**src/rtl/led_stream_receiver_pkg.sv**
```systemverilog
// Shared constants and types for the LED strip stream receiver.
//  LED_START_WORD / LED_END_WORD : frame delimiters on the wire
//  LED_HDR                       : top three bits of every LED word
//  LedWord                       : brightness + colour payload of an LED word
//  rx_state_t                    : receiver FSM states
package led_stream_receiver_pkg;

  localparam logic [31:0] LED_START_WORD = 32'h0000_0000;
  localparam logic [31:0] LED_END_WORD   = 32'hFFFF_FFFF;
  localparam logic [2:0]  LED_HDR        = 3'b111;

  typedef struct packed {
    logic [4:0]  bright;
    logic [23:0] rgb;
  } LedWord;

  typedef enum logic {
    HUNT = 1'b0,
    WORD = 1'b1
  } rx_state_t;

  function automatic logic is_led_hdr(input logic [2:0] hdr);
    return hdr == LED_HDR;
  endfunction

endpackage

```
**src/rtl/led_stream_receiver_if.sv**
```systemverilog
// Decoded-record bundle produced by led_stream_receiver.
//  led_valid  : 1-cycle pulse, led_* fields valid (fields hold until next pulse)
//  led_idx    : LED position within the current frame
//  led_bright : global-brightness field
//  led_rgb    : colour bits in wire order
//  frame_done : 1-cycle pulse on a valid end frame
//  led_count  : LEDs received in the last completed frame (held)
//  frame_err  : 1-cycle pulse on bad header, overflow or timeout
// master = receiver side, slave = consumer side.
interface led_stream_receiver_if #(
  parameter int LEDS = 50
) ();

  logic                      led_valid;
  logic [$clog2(LEDS)-1:0]   led_idx;
  logic [4:0]                led_bright;
  logic [23:0]               led_rgb;
  logic                      frame_done;
  logic [$clog2(LEDS+1)-1:0] led_count;
  logic                      frame_err;

  modport master (
    output led_valid, led_idx, led_bright, led_rgb, frame_done, led_count, frame_err
  );

  modport slave (
    input led_valid, led_idx, led_bright, led_rgb, frame_done, led_count, frame_err
  );

endinterface

```
**src/rtl/led_stream_receiver_edge_sync.sv**
```systemverilog
// Brings the strip clock and data into the clk domain.
//  clk, rst : system clock, asynchronous active-high reset
//  clk_in   : strip clock (asynchronous)
//  d_in     : strip data (asynchronous, stable around clk_in rising edge)
//  rise     : 1-cycle pulse on a synchronized clk_in rising edge
//  d_sync   : synchronized data, valid to sample while rise is high
// Both inputs go through identical chains so data keeps its alignment to
// the clock edge it was launched against.
module led_stream_receiver_edge_sync #(
  parameter int SYNC_STAGES = 2
) (
  input  logic clk,
  input  logic rst,
  input  logic clk_in,
  input  logic d_in,
  output logic rise,
  output logic d_sync
);

  logic [SYNC_STAGES-1:0] clk_sync_reg;
  logic [SYNC_STAGES-1:0] d_sync_reg;
  logic                   prev_clk_reg;

  always_ff @(posedge clk or posedge rst) begin
    if (rst) begin
      clk_sync_reg <= '0;
      d_sync_reg   <= '0;
      prev_clk_reg <= 1'b0;
    end else begin
      clk_sync_reg <= {clk_sync_reg[SYNC_STAGES-2:0], clk_in};
      d_sync_reg   <= {d_sync_reg[SYNC_STAGES-2:0], d_in};
      prev_clk_reg <= clk_sync_reg[SYNC_STAGES-1];
    end
  end

  assign rise   = clk_sync_reg[SYNC_STAGES-1] & ~prev_clk_reg;
  assign d_sync = d_sync_reg[SYNC_STAGES-1];

endmodule

```
**src/rtl/led_stream_receiver.sv**
```systemverilog
// Receive end of the two-wire (clock + data) LED strip protocol.
//  clk, rst : system clock, asynchronous active-high reset
//  clkIn    : strip clock, asynchronous, period >= 4 clk cycles
//  dIn      : strip data, MSB first, sampled on clkIn rising edge
//  rec      : decoded record outputs (see led_stream_receiver_if)
// Frames are a 32-bit start word of zeros, LED words {111, bright, rgb},
// then a 32-bit end word of ones. HUNT waits for 32 consecutive zeros,
// WORD assembles and decodes 32-bit words.
module led_stream_receiver
  import led_stream_receiver_pkg::*;
#(
  parameter int LEDS        = 50,
  parameter int SYNC_STAGES = 2,
  parameter int TIMEOUT     = 1024
) (
  input  logic clk,
  input  logic rst,
  input  logic clkIn,
  input  logic dIn,
  led_stream_receiver_if.master rec
);

  localparam int IDX_W = $clog2(LEDS);
  localparam int CNT_W = $clog2(LEDS + 1);
  localparam int TO_W  = $clog2(TIMEOUT + 1);

  logic rise;
  logic d_s;

  led_stream_receiver_edge_sync #(
    .SYNC_STAGES (SYNC_STAGES)
  ) u_edge_sync (
    .clk    (clk),
    .rst    (rst),
    .clk_in (clkIn),
    .d_in   (dIn),
    .rise   (rise),
    .d_sync (d_s)
  );

  rx_state_t        state_reg;
  logic [30:0]      shift_reg;
  logic [4:0]       bitcnt_reg;
  logic [5:0]       zero_cnt_reg;
  logic [CNT_W-1:0] idx_reg;
  logic [TO_W-1:0]  to_cnt_reg;

  logic             led_valid_reg;
  logic [IDX_W-1:0] led_idx_reg;
  logic [4:0]       led_bright_reg;
  logic [23:0]      led_rgb_reg;
  logic             frame_done_reg;
  logic [CNT_W-1:0] led_count_reg;
  logic             frame_err_reg;

  // The word including the bit arriving this cycle; decoding it directly
  // lets led_valid appear one clk after the 32nd rise.
  logic [31:0] word_next;
  LedWord      led_word;

  assign word_next = {shift_reg, d_s};
  assign led_word  = word_next[28:0];

  always_ff @(posedge clk or posedge rst) begin
    if (rst) begin
      state_reg      <= HUNT;
      shift_reg      <= '0;
      bitcnt_reg     <= '0;
      zero_cnt_reg   <= '0;
      idx_reg        <= '0;
      to_cnt_reg     <= '0;
      led_valid_reg  <= 1'b0;
      led_idx_reg    <= '0;
      led_bright_reg <= '0;
      led_rgb_reg    <= '0;
      frame_done_reg <= 1'b0;
      led_count_reg  <= '0;
      frame_err_reg  <= 1'b0;
    end else begin
      led_valid_reg  <= 1'b0;
      frame_done_reg <= 1'b0;
      frame_err_reg  <= 1'b0;

      case (state_reg)
        HUNT: begin
          to_cnt_reg <= '0;
          if (rise) begin
            // Any 1 (including surplus end-frame ones) restarts the zero run.
            if (d_s) begin
              zero_cnt_reg <= '0;
            end else if (zero_cnt_reg == 6'd31) begin
              state_reg    <= WORD;
              zero_cnt_reg <= '0;
              idx_reg      <= '0;
              bitcnt_reg   <= '0;
            end else begin
              zero_cnt_reg <= zero_cnt_reg + 6'd1;
            end
          end
        end

        WORD: begin
          if (rise) begin
            to_cnt_reg <= '0;
            shift_reg  <= word_next[30:0];
            bitcnt_reg <= bitcnt_reg + 5'd1;  // wraps 31 -> 0 on completion
            if (bitcnt_reg == 5'd31) begin
              if (word_next == LED_END_WORD) begin
                frame_done_reg <= 1'b1;
                led_count_reg  <= idx_reg;
                state_reg      <= HUNT;
              end else if (word_next == LED_START_WORD) begin
                idx_reg <= '0;
              end else if (is_led_hdr(word_next[31:29])) begin
                if (idx_reg < CNT_W'(LEDS)) begin
                  led_valid_reg  <= 1'b1;
                  led_idx_reg    <= idx_reg[IDX_W-1:0];
                  led_bright_reg <= led_word.bright;
                  led_rgb_reg    <= led_word.rgb;
                  idx_reg        <= idx_reg + CNT_W'(1);
                end else begin
                  // Overflow: drop the word, idx stays saturated at LEDS.
                  frame_err_reg <= 1'b1;
                end
              end else begin
                frame_err_reg <= 1'b1;
                state_reg     <= HUNT;
              end
            end
          end else if (to_cnt_reg == TO_W'(TIMEOUT - 1)) begin
            frame_err_reg <= 1'b1;
            state_reg     <= HUNT;
            to_cnt_reg    <= '0;
          end else begin
            to_cnt_reg <= to_cnt_reg + TO_W'(1);
          end
        end

        default: state_reg <= HUNT;
      endcase
    end
  end

  assign rec.led_valid  = led_valid_reg;
  assign rec.led_idx    = led_idx_reg;
  assign rec.led_bright = led_bright_reg;
  assign rec.led_rgb    = led_rgb_reg;
  assign rec.frame_done = frame_done_reg;
  assign rec.led_count  = led_count_reg;
  assign rec.frame_err  = frame_err_reg;

endmodule

```
**src/flat_wrapper.sv**
```systemverilog
// flat-port wrapper written by rule: the top's interface ports become plain ports
module led_stream_receiver_flat import led_stream_receiver_pkg::*;
#(
  parameter int LEDS        = 50,
  parameter int SYNC_STAGES = 2,
  parameter int TIMEOUT     = 1024
)
  (clk, rst, clkIn, dIn, rec_led_valid, rec_led_idx, rec_led_bright, rec_led_rgb, rec_frame_done, rec_led_count, rec_frame_err);
  led_stream_receiver_if #(.LEDS(LEDS)) rec_i ();
  input  logic clk;
  input  logic rst;
  input  logic clkIn;
  input  logic dIn;
  output wire logic [$bits(rec_i.led_valid)-1:0] rec_led_valid;
  output wire logic [$bits(rec_i.led_idx)-1:0] rec_led_idx;
  output wire logic [$bits(rec_i.led_bright)-1:0] rec_led_bright;
  output wire logic [$bits(rec_i.led_rgb)-1:0] rec_led_rgb;
  output wire logic [$bits(rec_i.frame_done)-1:0] rec_frame_done;
  output wire logic [$bits(rec_i.led_count)-1:0] rec_led_count;
  output wire logic [$bits(rec_i.frame_err)-1:0] rec_frame_err;
  assign rec_led_valid = rec_i.led_valid;
  assign rec_led_idx = rec_i.led_idx;
  assign rec_led_bright = rec_i.led_bright;
  assign rec_led_rgb = rec_i.led_rgb;
  assign rec_frame_done = rec_i.frame_done;
  assign rec_led_count = rec_i.led_count;
  assign rec_frame_err = rec_i.frame_err;
  led_stream_receiver #(.LEDS(LEDS), .SYNC_STAGES(SYNC_STAGES), .TIMEOUT(TIMEOUT)) u_core (.clk(clk), .rst(rst), .clkIn(clkIn), .dIn(dIn), .rec(rec_i));
endmodule
```
**config.mk**
```make
export PLATFORM = sky130hd
export DESIGN_NAME = led_stream_receiver_flat
export DESIGN_NICKNAME = d
export VERILOG_FILES = /design/src/rtl/led_stream_receiver_pkg.sv /design/src/rtl/led_stream_receiver_if.sv /design/src/rtl/led_stream_receiver_edge_sync.sv /design/src/rtl/led_stream_receiver.sv /design/src/flat_wrapper.sv
export SDC_FILE = /design/constraint.sdc
export NUM_CORES = 1
export LEC_CHECK = 0
export ABC_AREA = 1
export BUFFER_PORTS_ARGS = -buffer_cell sky130_fd_sc_hd__buf_2
export CAP_MARGIN = 20
export CORE_MARGIN = 3
export CORE_UTILIZATION = 59
export DETAILED_ROUTE_END_ITERATION = 12
export GPL_TIMING_DRIVEN = 0
export HOLD_SLACK_MARGIN = 0.05
export PLACE_DENSITY_LB_ADDON = 0.12
export SLEW_MARGIN = 20
export SYNTH_ARGS = -nofsm -noshare
export SYNTH_HDL_FRONTEND = slang
export SYNTH_SLANG_ARGS = --single-unit
```
**constraint.sdc**
```tcl
create_clock -name clk -period 4.2 [get_ports clk]
set_input_delay 0.21 -clock clk [delete_from_list [all_inputs] [get_ports clk]]
set_output_delay 0.21 -clock clk [all_outputs]
set_load 0.05 [all_outputs]
```
; Word-level counts from Yosys, hierarchy flattened
; Index checks and enable logic that the tools add are counted.
[op_classes]
n_lt_le_gt_ge = 1
n_mux = 49
bitwise = 5
n_reduce_logical = 7
n_eq_ne = 13
addsub = 4
[op_table]
columns = op, n
row1 = $mux 6, 11
row2 = $eq 32x32->1 const B, 1
row3 = $logic_not 32->1, 1
row4 = $mux 1, 28
row5 = $mux 11, 2
row6 = $pmux 11 s2, 1
row7 = $mux 5, 4
row8 = $add 6x1->6 const B, 2
row9 = $pmux 6 s2, 1
row10 = $add 11x1->11 const B, 1
row11 = $eq 11x10->1 const B, 1
row12 = $pmux 5 s2, 1
row13 = $reduce_and 4->1, 2
row14 = $reduce_and 8->1, 1
row15 = $reduce_and 7->1, 1
row16 = $eq 6x5->1 const B, 1
row17 = $lt 6x6->1 const B, 1
row18 = $ne 2x1->1 const B, 3
row19 = $ne 2x2->1 const B, 3
row20 = $ne 3x3->1 const B, 2
row21 = $add 5x1->5 const B, 1
row22 = $eq 5x5->1 const B, 1
row23 = $not 1->1, 4
row24 = $reduce_and 2->1, 2
row25 = other kinds (3), 3
[word_totals]
elab_cells = 95
register_bits = 109
in_bits = 4
output_inout_bits = 44

; Logic depth before layout (Yosys ltp)
[depth]
depth_word = 8
ltp_mapped = 13
ltp_nobuf = 12

; Hierarchy
; Synthesis repeated with hierarchy kept, for this count alone.
[hier_totals]
hier_cells = 573
area_unflattened_um2 = 5026.1
[modules_own_cells]
columns = module, seq_area_each_um2, cells_each, area_each_um2, instances
row1 = led_stream_receiver, 2602.5, 565, 4887.2, 1
row2 = led_stream_receiver_edge_sync, 125.1, 8, 138.9, 1

; Worst setup path after synthesis
; Ideal clock, no wire load.
[synth_path]
path_type = register to register
from = register u_core.bitcnt_reg[0]
to = register u_core.led_rgb_reg[5] (netlist: u_core.rec.led_rgb[5])
slack_ns = 2.418
path_buffers = 2
stages_incl_launch_ff = 14
setup_time_ns = 0.120
arrival_time_ns = 1.662
path_cell_list = dfrtp_1 ha_1 nand2_1 nor2_1 ha_1 inv_1 nor2_4 inv_2 nor3_2 nand2_1 buf_4 buf_6 nand2_1 o21ai_2
[synth_via]
elab_chain_len = 2
[synth_rtl]
columns = element, line
row1 = from (decl), led_stream_receiver.sv:43  ; logic [4:0] bitcnt_reg;
row2 = from (signal assigned), led_stream_receiver.sv:106  ; bitcnt_reg <= bitcnt_reg + 5'd1;
row3 = $eq 5x5->1, led_stream_receiver.sv:107  ; if (bitcnt_reg == 5'd31) begin
row4 = $reduce_and 7->1 (no line), n/a
row5 = to (signal assigned), led_stream_receiver.sv:119  ; led_rgb_reg <= led_word.rgb;
row6 = to (decl), led_stream_receiver.sv:51  ; logic [23:0] led_rgb_reg;
; No other way between the ends.
; A chain may end at the register's enable or synchronous reset.

; Worst setup path after layout
[layout_path]
from = register u_core.bitcnt_reg[0]
to = register u_core.led_rgb_reg[21] (netlist: u_core.rec.led_rgb[21])
; Same word-level chain as after synthesis.

==> key figures <==
Setup path
  • Required @ worst endpoint: 4.48 ns
  • Reg-to-reg critical path startpoint: u_core.bitcnt_reg[0]
  • FF-to-FF setup slack: 2.05 ns
  • CP arrival: 2.43 ns
  • CP Launch Type: flop
  • CP startpoint: u_core.bitcnt_reg[0]
  • Slowest CP cell: clkbuf_1
  • Ordered cell list for the critical path: ha_1, nand2_1, nor2_1, ha_1, inv_1, nor2_4, inv_2, nor3_2, nand2_1, clkbuf_1, nand2_1, o21ai_0
  • Top delay family on crit path: buffers and inverters
  • Slowest cell delay on critical path: 0.45 ns
  • Crit path top cell by count: nand2_1
  • Worst Path Buf+Inv: 3
  • Register-to-Register Path Depth: 12
  • Crit path kind: flop to flop
  • RR Endpoint: u_core.rec.led_rgb[21]
  • Setup crit end kind: flop
  • CP Max Fanout: 10

Placed design
  • Port buffer count: 47
  • Dpl ws: 2.07 ns
  • Post-DP Area: 5220 um^2
  • Placed insts: 714
  • DP HPWL: 7360 um
  • Routability Congestion: 0.868

Routing
  • Final ANT Viol Nets: 0
  • Routed WL: 10200 um
  • Via density: 5.38
  • Routed via count: 3946
  • TritonRoute pass-1 iters: 4
  • DRC viols: 0
  • Drt initial violations: 172
  • Wire per inst: 13.9 um

Worst hold path
  • WHS Endpoint: u_core.u_edge_sync.d_sync_reg[1]
  • Hold Path Depth: 0
  • Critical hold path startpoint: u_core.u_edge_sync.d_sync_reg[0]
  • Worst Hold Class: flop to flop

CTS
  • Root Driver: clkbuf_8
  • Bufs on Longest Clock Path: 2
  • CTS HTree Levels: 3
  • Clk sinks: 109
  • Clk pin slew, worst setup/hold paths: 0.10 ns
  • CTS tree: built
  • Postcts setup bufs: 0
  • Num CTS Buffers: 9
  • Clk Latency, worst-skew pair: 0.37 ns

Cells and area
  • Layout cells sized above 1: 14.7%
  • Largest register FFs: 31
  • Final cell count without fillers: 733
  • Final Cell Area: 5450 um^2
  • Nets: 635
  • Number of diodes: 0
  • Area taken by multi-input logic gates: 1800 um^2
  • Area growth syn-to-layout: 13.0%
  • Storage cell area: 2730 um^2
  • Number of fillers in the final layout: 662

Floorplan
  • Die ar.: 9300 um^2
  • # rows: 32
  • Die H: 96.4 um
  • Ports: 48
  • Die X: 96.4 um
  • Initial Utilization: 61.5%
  • Core Region: 7850 um^2

Status
  • Status: completed

Pwr
  • Pwr/cell area: 321 nW/um^2
  • Max IR drop VDD: 0.177 mV
  • LEAKAGE: 0.00262 uW

Global route
  • Overall routing resource usage: 24.3%
  • Initial antenna violation count: 0
  • Gr ovfl total: 0
  • Vias in the first global route: 3747
  • Pin count of the biggest net entering global routing: 58
  • First-pass GRT wire length: 17500 um

STA
  • Final Hold Vio Count: 0
  • Final-report setup violation count: 0
  • RSZ-0062 raised after global routing: false
  • Min cycle time layout: 2.15 ns
  • FMAX: 464 MHz
  • Fin worst setup slack: 2.05 ns
  • Measured slew at the worst slew-check pin: 0.548 ns
  • Slew headroom: 63.4%
  • Tcrit/Tclk final: 51.3%
  • Skew final: 0.0195 ns
  • Fin. max-slew vios: 0

Yosys
  • Avg Cell Area, Syn: 8.56 um^2
  • Synth Warn #: 0
  • Seq cells post-synth: 109
  • Seq/Total Area, Yosys: 56.5%
  • Unique cell type count in the Yosys netlist: 30
  • Mapped Area: 4830 um^2
  • Post-Synthesis Cells: 564
  • Synthesized Nets: 573

Job
  • Maxcap violations: 0
==> synthesized netlist by cell type <==
| master | number | share of area (%) |
|---|---|---|
| inv_1 | 52 | 4.0 |
| buf_2 | 3 | 0.31 |
| nor3_2 | 1 | 0.21 |
| xnor2_1 | 3 | 0.54 |
| buf_1 | 3 | 0.23 |
| or2_2 | 1 | 0.13 |
| nand4_1 | 9 | 1.2 |
| nor3_1 | 17 | 1.8 |
| ha_1 | 5 | 1.3 |
| o21ai_2 | 11 | 2.0 |
| nor4_1 | 4 | 0.52 |
| a21oi_1 | 9 | 0.93 |
| o21ai_1 | 9 | 0.93 |
| buf_6 | 3 | 0.70 |
| dfrtp_1 | 109 | 57 |
| o21ai_0 | 55 | 5.7 |
| a31oi_1 | 1 | 0.13 |
| and3_1 | 1 | 0.13 |
| nor3b_1 | 1 | 0.16 |
| buf_4 | 1 | 0.16 |
| clkbuf_1 | 5 | 0.39 |
| nor2_2 | 3 | 0.39 |
| and2_0 | 1 | 0.13 |
| o22ai_1 | 1 | 0.13 |
| inv_2 | 4 | 0.31 |
| nor2_4 | 2 | 0.47 |
| xor2_1 | 4 | 0.73 |
| nand3_1 | 29 | 3.0 |
| nand2_1 | 159 | 12 |
| nor2_1 | 58 | 4.5 |
==> cell type report <==
cell class,instances,share of cell area [%]
sequential,109,50.0
multi-input combinational,384,33.1
timing repair buffer,51,5.37
inverter,56,3.95
clock buffer,11,2.59
tap,102,2.34
buffer,15,1.58
clock inverter,5,1.08
==> cell usage in the layout, fill, tap and decap left out, drive strengths merged, types with 2 or more instances in the layout <==
cell type,n
clkinvlp,2
dfrtp,109
dlygate4sd3,3
nand4,9
buf,58
xor2,4
o21ai,75
ha,5
nor3,18
nor4,4
nand3,29
nand2,159
xnor2,3
clkbuf,16
a21oi,9
nor2,63
inv,57
==> per-stage QoR <==
stage	power (uW)	hold WS [ns]	TNS, ns	util, %
final	1750	0.357	0	69.5
after global routing	1820	0.366	0	69.5
after CTS	1760	0.360	0	69.5
after detailed placement	1130	0.290	0	66.5
after global placement	1120	0.318	-3.37	66.1
after floorplan	1110	0.241	0	-
==> worst max path at each step <==
stage	to	slack, ns	cells after the start
after floorplan	u_core.bitcnt_reg[0]	1.12	1
after global placement	u_core.idx_reg[0]	-0.04	2
after detailed placement	u_core.rec.led_rgb[21]	2.07	12
after CTS	u_core.rec.led_rgb[21]	2.04	12
after global routing	u_core.rec.led_bright[0]	1.84	12
final	u_core.rec.led_rgb[21]	2.05	12
==> power breakdown <==
group          internal (uW)  switching [uW]  leakage (uW)
registers               1060            6.28       0.00151
logic                   11.8            32.1       0.00101
clock network            294             352     0.0000959
total                   1360             390       0.00262
==> timing repair <==
| item | in CTS | in global routing |
|---|---|---|
| hold endpoints to repair | 54 | 0 |
| hold buffers | 3 | 0 |
| gates resized for setup | 0 | 0 |
==> metal layers <==
layer,GRT usage [%],wire length (um)
met1,33.9,4680
met2,38.3,4920
met3,5.81,504
met4,6.89,118
met5,0,0
==> kinds of logic (layout without fill, tap and decap cells) <==
kind of cell	Yosys count	in the layout	share of synthesized area, %
flip-flops	109	109	56.5
XOR/XNOR	7	7	1.27
AO/OA/AOI/OAI	86	86	9.83
adder cells (fa/ha/maj)	5	5	1.30
buffers and inverters	71	138	6.14
AND/OR/NAND/NOR	286	286	24.9
(Power assumes the default switching activity.)
